--- src/rtl/tdc_pkg.sv ---
// Shared types and helpers for the counter-based TDC.
// Combinational helpers only; no latency, no backpressure.
package tdc_pkg;

  typedef enum logic [1:0] {
    IDLE     = 2'd0,
    LEAD_REF = 2'd1,
    LEAD_FB  = 2'd2
  } tdc_state_t;

  typedef struct packed {
    logic signed [31:0] value;
    logic               sat;
  } sat_res_t;

  // Clamp a signed value to the two's-complement range of nbit bits.
  function automatic sat_res_t sat_signed(input logic signed [31:0] value, input int nbit);
    logic signed [31:0] hi;
    logic signed [31:0] lo;
    sat_res_t           r;
    hi      = (32'sd1 <<< (nbit - 1)) - 32'sd1;
    lo      = -(32'sd1 <<< (nbit - 1));
    r.value = value;
    r.sat   = 1'b0;
    if (value > hi) begin
      r.value = hi;
      r.sat   = 1'b1;
    end else if (value < lo) begin
      r.value = lo;
      r.sat   = 1'b1;
    end
    return r;
  endfunction

endpackage

--- src/rtl/tdc_counter_ch.sv ---
// One TDC channel: lead/lag FSM, delay counter, averaging accumulator, output regs.
// Result registered one cycle after the closing event; no backpressure.
module tdc_counter_ch
  import tdc_pkg::*;
#(
  parameter int NBIT     = 4,
  parameter int CNT_W    = 8,
  parameter int TMAX     = 7,
  parameter int AVG_LOG2 = 0
) (
  input  logic                   clk,
  input  logic                   rstn,
  input  logic                   en_i,
  input  logic                   ref_evt_i,
  input  logic                   fb_evt_i,
  output logic signed [NBIT-1:0] code_o,
  output logic                   code_valid_o,
  output logic                   code_sat_o
);

  localparam int AW   = CNT_W + AVG_LOG2;
  localparam int SC_W = (AVG_LOG2 > 0) ? AVG_LOG2 : 1;
  // With AVG_LOG2 = 0 the last-sample index is 0, so every sample closes a window.
  localparam logic [SC_W-1:0]         SC_LAST = SC_W'((1 << AVG_LOG2) - 1);
  localparam logic signed [CNT_W-1:0] TMAX_C  = CNT_W'(TMAX);
  localparam logic signed [CNT_W-1:0] ONE_C   = CNT_W'(1);

  tdc_state_t              state_q, state_d;
  logic signed [CNT_W-1:0] cnt_q, cnt_d;
  logic signed [AW-1:0]    acc_q, acc_d;
  logic [SC_W-1:0]         scnt_q, scnt_d;
  logic                    tmo_q, tmo_d;
  logic signed [NBIT-1:0]  code_q, code_d;
  logic                    vld_q, vld_d;
  logic                    sat_q, sat_d;

  logic                    emit;
  logic                    smp_tmo;
  logic signed [CNT_W-1:0] smp;
  logic signed [AW-1:0]    sum;
  logic signed [AW-1:0]    avg;
  sat_res_t                sr;

  always_comb begin
    state_d = state_q;
    cnt_d   = cnt_q;
    emit    = 1'b0;
    smp     = '0;
    smp_tmo = 1'b0;
    case (state_q)
      IDLE: begin
        if (ref_evt_i && fb_evt_i) begin
          emit = 1'b1;
        end else if (ref_evt_i) begin
          state_d = LEAD_REF;
          cnt_d   = ONE_C;
        end else if (fb_evt_i) begin
          state_d = LEAD_FB;
          cnt_d   = ONE_C;
        end
      end
      LEAD_REF: begin
        if (fb_evt_i) begin
          emit = 1'b1;
          smp  = cnt_q;
          if (ref_evt_i) begin
            cnt_d = ONE_C;
          end else begin
            state_d = IDLE;
            cnt_d   = '0;
          end
        end else if (ref_evt_i) begin
          cnt_d = ONE_C;
        end else if (cnt_q >= TMAX_C) begin
          emit    = 1'b1;
          smp     = TMAX_C;
          smp_tmo = 1'b1;
          state_d = IDLE;
          cnt_d   = '0;
        end else begin
          cnt_d = cnt_q + ONE_C;
        end
      end
      LEAD_FB: begin
        if (ref_evt_i) begin
          emit = 1'b1;
          smp  = -cnt_q;
          if (fb_evt_i) begin
            cnt_d = ONE_C;
          end else begin
            state_d = IDLE;
            cnt_d   = '0;
          end
        end else if (fb_evt_i) begin
          cnt_d = ONE_C;
        end else if (cnt_q >= TMAX_C) begin
          emit    = 1'b1;
          smp     = -TMAX_C;
          smp_tmo = 1'b1;
          state_d = IDLE;
          cnt_d   = '0;
        end else begin
          cnt_d = cnt_q + ONE_C;
        end
      end
      default: begin
        state_d = IDLE;
        cnt_d   = '0;
      end
    endcase
    if (!en_i) begin
      state_d = IDLE;
      cnt_d   = '0;
      emit    = 1'b0;
      smp_tmo = 1'b0;
    end
  end

  always_comb begin
    acc_d  = acc_q;
    scnt_d = scnt_q;
    tmo_d  = tmo_q;
    code_d = code_q;
    vld_d  = 1'b0;
    sat_d  = sat_q;
    sum    = acc_q + AW'(smp);
    avg    = sum >>> AVG_LOG2;
    sr     = sat_signed(32'(avg), NBIT);
    if (emit) begin
      if (scnt_q == SC_LAST) begin
        code_d = NBIT'(sr.value);
        vld_d  = 1'b1;
        sat_d  = sr.sat | tmo_q | smp_tmo;
        acc_d  = '0;
        scnt_d = '0;
        tmo_d  = 1'b0;
      end else begin
        acc_d  = sum;
        scnt_d = scnt_q + SC_W'(1);
        tmo_d  = tmo_q | smp_tmo;
      end
    end
    if (!en_i) begin
      acc_d  = '0;
      scnt_d = '0;
      tmo_d  = 1'b0;
    end
  end

  always_ff @(posedge clk or negedge rstn) begin
    if (!rstn) begin
      state_q <= IDLE;
      cnt_q   <= '0;
      acc_q   <= '0;
      scnt_q  <= '0;
      tmo_q   <= 1'b0;
      code_q  <= '0;
      vld_q   <= 1'b0;
      sat_q   <= 1'b0;
    end else begin
      state_q <= state_d;
      cnt_q   <= cnt_d;
      acc_q   <= acc_d;
      scnt_q  <= scnt_d;
      tmo_q   <= tmo_d;
      code_q  <= code_d;
      vld_q   <= vld_d;
      sat_q   <= sat_d;
    end
  end

  assign code_o       = code_q;
  assign code_valid_o = vld_q;
  assign code_sat_o   = sat_q;

endmodule

--- src/rtl/tdc_counter_multi.sv ---
// NCH independent counter TDC channels with packed outputs.
// One-cycle latency from closing event to code/code_valid; no backpressure.
module tdc_counter_multi #(
  parameter int NCH      = 1,
  parameter int NBIT     = 4,
  parameter int CNT_W    = 8,
  parameter int TMAX     = 7,
  parameter int AVG_LOG2 = 0
) (
  input  logic                  clk,
  input  logic                  rstn,
  input  logic                  en,
  input  logic [NCH-1:0]        ref_evt,
  input  logic [NCH-1:0]        fb_evt,
  output logic [NCH*NBIT-1:0]   code,
  output logic [NCH-1:0]        code_valid,
  output logic [NCH-1:0]        code_sat
);

  for (genvar k = 0; k < NCH; k++) begin : g_ch
    tdc_counter_ch #(
      .NBIT     (NBIT),
      .CNT_W    (CNT_W),
      .TMAX     (TMAX),
      .AVG_LOG2 (AVG_LOG2)
    ) u_ch (
      .clk          (clk),
      .rstn         (rstn),
      .en_i         (en),
      .ref_evt_i    (ref_evt[k]),
      .fb_evt_i     (fb_evt[k]),
      .code_o       (code[k*NBIT +: NBIT]),
      .code_valid_o (code_valid[k]),
      .code_sat_o   (code_sat[k])
    );
  end

endmodule

--- config.mk ---
export PLATFORM = sky130hd
export DESIGN_NAME = tdc_counter_multi
export DESIGN_NICKNAME = d
export VERILOG_FILES = /design/src/rtl/tdc_pkg.sv /design/src/rtl/tdc_counter_ch.sv /design/src/rtl/tdc_counter_multi.sv
export SDC_FILE = /design/constraint.sdc
export NUM_CORES = 1
export LEC_CHECK = 0
export CORE_ASPECT_RATIO = 0.5
export CORE_MARGIN = 2
export CORE_UTILIZATION = 39
export CTS_CLUSTER_SIZE = 10
export DETAILED_ROUTE_END_ITERATION = 10
export SLEW_MARGIN = 30
export SYNTH_ARGS = -nofsm -noshare
export SYNTH_HDL_FRONTEND = slang
export SYNTH_HIERARCHICAL = 1
export SYNTH_SLANG_ARGS = --single-unit
--- constraint.sdc ---
create_clock -name clk -period 4.45 [get_ports clk]
set_input_delay 0.89 -clock clk [delete_from_list [all_inputs] [get_ports clk]]
set_output_delay 0.89 -clock clk [all_outputs]
set_load 0.02 [all_outputs]
==> results by group, run 1 <==
Run
  – Maxcap violations: 0

Setup path
  – Startpoint types: input pin
  – Critical path class: input pin to register
  – CP max stage delay: 0.71 ns
  – Slowest-stage cell, CP: clkdlybuf4s50_1
  – CP top delay family: compound AO/OA/AOI/OAI gates
  – Worst Path Max Fanout: 16
  – Worst setup EP type: register
  – Worst path bufs/invs: 1
  – Critical-path cell list: clkdlybuf4s50_1, or2_4, a2111o_1, o311ai_1, a31o_2, a41oi_2, o21a_1, o22a_1
  – CP arrival: 3.29 ns
  – Worst Path Required: 4.59 ns

Pwr
  – Pwr Density: 381 mW/mm^2
  – Worst vdd ir: 0.000128 V
  – P_leak: 0.576 nW
  – Power Total: 0.000557 W

Layout
  – Fin util: 0.469
  – Layout cells sized above 1: 0.123
  – # diodes: 0
  – Register area: 400 sq um
  – Layout area overhead: 9.98%
  – Fin nets: 175
  – # fillers: 301
  – Multi-input gate area: 836 sq um

Timing
  – Hold Fails Final Rpt: 0
  – Post-route minimum period: 3.15 ns
  – Clock skew: 0.00822 ns
  – Fin crit share: 0.708
  – Slew @ Worst Pin: 0.763 ns
  – Finish-stage setup viols: 0
  – Fmax: 318 MHz
  – Final setup margin: 1.30 ns
  – Hold Slack: 0.515 ns
  – Setup TNS: 0 ns
  – Max-slew headroom: 0.490
  – Final Max Tran Viols: 0
  – RSZ-0062 raised after global routing: false

Global route
  – Largest net degree at the start of global routing: 17
  – Total track usage: 0.176
  – GRT Residual Overflow: 0
  – Initial antenna violation count: 0
  – Global-route wire length before repair: 5.15 mm
  – Vias in the first global route: 974

Detailed routing
  – Drt total wl: 3.11 mm
  – Initial DRT Pass Iterations: 4
  – WL/cell: 15.4 um
  – Drt via density: 5.86
  – Antenna violation net count after detailed routing: 0
  – DRT iter0 DRCs: 57
  – DR DRC count: 0
  – Via count of the routed design: 1183

Placement
  – Setup WS pre-CTS: 1.12 ns
  – Post-DP HPWL: 2.29 mm
  – Placer Congestion: 0.918
  – Buffers on Ports: 10

Synthesis
  – Register area share after synthesis: 0.301
  – Syn_area_per_cell: 8.52 sq um
  – Yosys cell types: 49
  – Async set or reset register ratio after synthesis: 1.00
  – Top cells by area, synth: dfrtp_1, nand2_1, ha_1
  – Post-Syn Area: 0.00133 sq mm
  – Cells after synthesis: 156
  – Yosys Warn Count: 6
  – Syn nets: 167
  – Top_reg_cell synth: dfrtp_1
  – Area share of the largest cell type after synthesis: 0.301
  – Yosys top cell by area: dfrtp_1
  – Post-synth EDFFs: 0
  – Seq cells post-synth: 16

Floorplanning
  – Die Width: 86.6 um
  – I/O pin count: 11
  – Core area: 0.00312 sq mm
  – Die height: 45.3 um
  – Row count: 14
  – Starting Density: 0.426
  – Die area: 0.00392 sq mm

Min path
  – Min-Delay Path Class: register to register

Clock tree
  – Post-CTS Setup Bufs: 0
  – Cts bufs inserted: 3
  – Clock-pin slew on the worst setup and hold paths: 0.06 ns
  – Cts hold-fix bufs: 0
  – H-tree depth: 1
  – Clock sink total: 16
  – Worst-Skew Late Latency: 0.25 ns
  – CTS tree: done
  – CTS Buffer Depth: 2
  – Cts repair resizes: 0
  – Clock root cell: clkbuf_8

Outcome
  – Status: complete, no violations
[final cells by class]
| cell class | instances | share of cell area |
|---|---|---|
| Multi-Input combinational cell | 124 | 0.572 |
| Tap cell | 40 | 0.0342 |
| Clock buffer | 3 | 0.0283 |
| Sequential cell | 16 | 0.274 |
| Timing Repair Buffer | 10 | 0.0685 |
| Inverter | 9 | 0.0231 |
[report_power, final]
part,internal [W],switching [W]
Combinational,0.000109,0.000136
Sequential,0.000173,0.0000231
Clock,0.0000602,0.0000547
Total,0.000343,0.000214
[cell usage after synthesis (4+ instances only)]
cell	number
nor3_1	6
dfrtp_1	16
nand2_1	24
inv_1	9
o22a_1	4
o21ai_0	9
ha_1	6
nor2_1	10
xor2_1	4
a21oi_1	9
nand4_1	5
nand3_1	4
[per-stage QoR]
stage	instances	area (sq um)
finish	202	1460
global route	202	1460
CTS	202	1460
detailed placement	199	1420
global placement	199	1420
floorplan	156	1330
[kinds of logic after synthesis]
group,Yosys count,share of synthesized area
AND/OR/NAND/NOR,68,0.286
AO/OA/AOI/OAI,45,0.251
buffers and inverters,16,0.0697
flip-flops,16,0.301
adder cells (fa/ha/maj),6,0.0565
XOR/XNOR,4,0.0264
multiplexers,1,0.00847
[state kept, by name, summed over array words and instances (netlist names)]
signal,count
g_ch.u_ch/code_valid_o,1
g_ch.u_ch/state_q,2
g_ch.u_ch/code_o,4
g_ch.u_ch/cnt_q,8
g_ch.u_ch/code_sat_o,1
[cell usage in the layout, fill, tap and decap left out, types with 2 or more instances in the layout]
master           synthesis  final
ha_1                     6      6
xor2_1                   4      4
nand3_1                  4      4
dfrtp_1                 16     16
nand2_1                 24     24
nor3_1                   6      6
o22a_1                   4      4
a31o_2                   2      2
inv_1                    9      9
or3_1                    2      2
and2_1                   3      3
nand4_1                  5      5
o21a_1                   2      2
nor2_1                  10     10
clkbuf_8                 1      3
a21oi_1                  9      9
clkdlybuf4s50_1          0     10
o21ai_1                  2      2
a21o_1                   2      2
or3_2                    2      2
a211oi_1                 2      2
o311ai_1                 2      2
o21ai_0                  9      9
[worst reg2reg max path: stages (launching register included)]
cell     delay [ns]
dfrtp_1        0.42
inv_1          0.10
ha_1           0.37
nand2_1        0.21
or3_2          0.51
and4_2         0.26
a41oi_2        0.25
nor3_1         0.08
o22a_1         0.18
[routing by layer]
layer	wire length (um)	share of wire	track usage
met1	1660	0.54	0.257
met2	1250	0.40	0.254
met3	169	0.054	0.0567
met4	25	0.0080	0.0375
met5	0	0	0
[worst paths after layout]
| path | startpoint | endpoint | slack [ns] | cells after the start |
|---|---|---|---|---|
| worst max-delay path | ref_evt | g_ch[0].u_ch/code_sat_o | 1.30 | 8 |
| worst min-delay path | g_ch[0].u_ch/code_o[2] | g_ch[0].u_ch/code_o[2] | 0.51 | 1 |
| worst min register to register | g_ch[0].u_ch/code_o[2] | g_ch[0].u_ch/code_o[2] | 0.51 | 1 |
| max in group asynchronous | rstn | g_ch[0].u_ch/code_o[1] | 2.89 | 1 |
| worst max register to register | g_ch[0].u_ch/state_q[0] | g_ch[0].u_ch/code_o[1] | 1.96 | 8 |
| min in group asynchronous | rstn | g_ch[0].u_ch/cnt_q[6] | 1.08 | 1 |
(Power assumes the default switching activity.)
==> run 2: changes to the inputs <==
clock period = 3.2 ns   (was 4.45 ns; I/O delays follow)
==> run 2 against run 1 <==
  * Die area unchanged
  * Design area increased by 1.0%
  * Worst setup slack got worse by 0.70 ns
  * Largest cell class unchanged
  * Largest power group unchanged
  * Highest routed layer is now met3
==> results by group, run 2 (synthesis gave the netlist of run 1 again) <==
Layout
  – Non-Filler Instances: 204 (+0.99%)
  – Max reg flops: 8 (unchanged)
  – Register area: 400 sq um (unchanged)
  – Final instance area: 0.00148 sq mm (+1.0%)
  – Layout area overhead: 11.1%
  – Most common cell after layout, fill and taps aside: nand2_1
  – Multi-input gate area: 836 sq um (unchanged)
  – # diodes: 0 (unchanged)
  – # fillers: 314 (+4.3%)
  – Fin nets: 177 (+1.1%)
  – Commonest cells after routing, fill and taps aside: nand2_1, dfrtp_1, nor2_1, clkdlybuf4s50_1
  – Layout cells sized above 1: 0.134 (+0.0107)
  – Largest Register: g_ch.u_ch/cnt_q

Setup path
  – Worst setup EP type: register
  – Reg2Reg Depth: 9 (+1)
  – Critical path class: input pin to register
  – CP arrival: 2.73 ns (-0.56 ns)
  – Worst Path Max Fanout: 6 (-10)
  – Worst Path Required: 3.34 ns (-1.25 ns)
  – R2r startpoint: g_ch[0].u_ch/cnt_q[0]
  – Critical Path Source: ref_evt
  – Startpoint types: input pin

Floorplanning
  – Die Width: 86.6 um (unchanged)
  – Core area: 0.00312 sq mm (unchanged)
  – I/O pin count: 11 (unchanged)
  – Starting Density: 0.426 (unchanged)
  – Die height: 45.3 um (unchanged)
  – Row count: 14 (unchanged)
  – Die area: 0.00392 sq mm (unchanged)

Clock tree
  – CTS Buffer Depth: 2 (unchanged)
  – Clock-pin slew on the worst setup and hold paths: 0.06 ns (about the same)
  – Post-CTS Setup Bufs: 0 (unchanged)
  – Cts hold-fix bufs: 0 (unchanged)
  – H-tree depth: 1 (unchanged)
  – Clock sink total: 16 (unchanged)
  – Cts bufs inserted: 3 (unchanged)
  – Worst-Skew Late Latency: 0.25 ns (about the same)
  – Cts repair resizes: 0 (unchanged)
  – Clock root cell: clkbuf_8
  – CTS tree: done

Pwr
  – Pwr Density: 520 mW/mm^2 (+36%)
  – Reg power frac: 0.359 (+0.006)
  – Sw Share: 0.377 (-0.00751)
  – Clock power share: 0.196 (-0.010)
  – Worst vdd ir: 0.000144 V (+13%)
  – Combinational Power Share: 0.445 (+0.004)
  – P_leak: 0.585 nW (+1.7%)
  – Total internal power: 0.000478 W (+40%)
  – Power Total: 0.000768 W (+38%)
  – Sw power: 0.000289 W (+35%)

Global route
  – Total track usage: 0.173 (-0.00335)
  – Initial antenna violation count: 0 (unchanged)
  – Vias in the first global route: 1068 (+9.7%)
  – Global-route wire length before repair: 5.23 mm (+1.5%)
  – Largest net degree at the start of global routing: 17 (unchanged)
  – GRT Residual Overflow: 0 (unchanged)

Timing
  – Hold Slack: 0.509 ns (-0.00542 ns)
  – Max-slew headroom: 0.514 (+0.0241)
  – Finish-stage setup viols: 0 (unchanged)
  – Final Max Tran Viols: 0 (unchanged)
  – Fmax: 385 MHz
  – Setup TNS: 0 ns (unchanged)
  – Slew @ Worst Pin: 0.727 ns (-0.0361 ns)
  – Hold Fails Final Rpt: 0 (unchanged)
  – Fin crit share: 0.811
  – Post-route minimum period: 2.60 ns
  – Clock skew: 0.00154 ns (-0.00667 ns)
  – RSZ-0062 raised after global routing: false

Detailed routing
  – WL/cell: 14.9 um (-3.1%)
  – DR DRC count: 0 (unchanged)
  – Via count of the routed design: 1204 (+1.8%)
  – Initial DRT Pass Iterations: 5 (+1)
  – Drt via density: 5.90 (+0.78%)
  – DRT iter0 DRCs: 99 (+74%)
  – Antenna violation net count after detailed routing: 0 (unchanged)
  – Drt total wl: 3.04 mm (-2.2%)

Placement
  – Placer Congestion: 0.880 (-4.2%)
  – Post-DP HPWL: 2.29 mm (-0.36%)
  – Buffers on Ports: 10 (unchanged)
  – Placed Area: 0.00144 sq mm (+1.1%)
  – Cells after DPL: 201 (+1.0%)

Min path
  – Min-Delay Path Class: register to register
  – Hold path depth: 1 (unchanged)
  – Critical hold path startpoint: g_ch[0].u_ch/code_o[0]

Outcome
  – Status: complete, no violations

Run
  – Maxcap violations: 0 (unchanged)
run 2: cell types whose count changed in the layout (fill, tap and decap cells not counted):
cell,change
buf_4,+2
run 2: stage by stage:
step                 util  worst slack (ns)
finish              0.474             0.605
CTS                 0.474             0.628
detailed placement  0.460             0.385
global route        0.474             0.499
global placement    0.460             0.402
floorplan               -              1.04
run 2: area by class of cell:
class	instances	area share
clock buffers	3	0.0280
inverters	9	0.0229
multi-input cells	124	0.566
flip-flops and latches	16	0.271
well taps	40	0.0339
repair buffers	12	0.0780
run 2: power by group through the flow:
stage | Combinational (W) | Clock [W] | Sequential [W]
floorplan | 0.000192 | 0 | 0.000307
global placement | 0.000339 | 0 | 0.000278
detailed placement | 0.000339 | 0 | 0.000279
CTS | 0.000341 | 0.000159 | 0.000276
global route | 0.000378 | 0.000170 | 0.000281
finish | 0.000341 | 0.000151 | 0.000275
run 2: final timing paths:
| check | end | slack, ns |
|---|---|---|
| min in group asynchronous | g_ch[0].u_ch/code_valid_o | 0.82 |
| worst max-delay path | g_ch[0].u_ch/code_sat_o | 0.60 |
| worst min register to register | g_ch[0].u_ch/code_o[0] | 0.51 |
| max in group asynchronous | g_ch[0].u_ch/cnt_q[3] | 1.92 |
| worst min-delay path | g_ch[0].u_ch/code_o[0] | 0.51 |
| worst max register to register | g_ch[0].u_ch/code_sat_o | 0.75 |
run 2: worst max-delay path: stages:
cell	delay, ns
clkdlybuf4s50_1	0.52
or2_4	0.32
a2111o_1	0.44
o311ai_1	0.10
a31o_2	0.18
a41oi_2	0.17
o21a_1	0.22
o22a_1	0.15
run 2: routing by layer:
| metal | global-route usage | part of all wire |
|---|---|---|
| met5 | 0 | 0 |
| met3 | 0.0676 | 0.056 |
| met4 | 0.0344 | 0 |
| met1 | 0.250 | 0.54 |
| met2 | 0.243 | 0.41 |
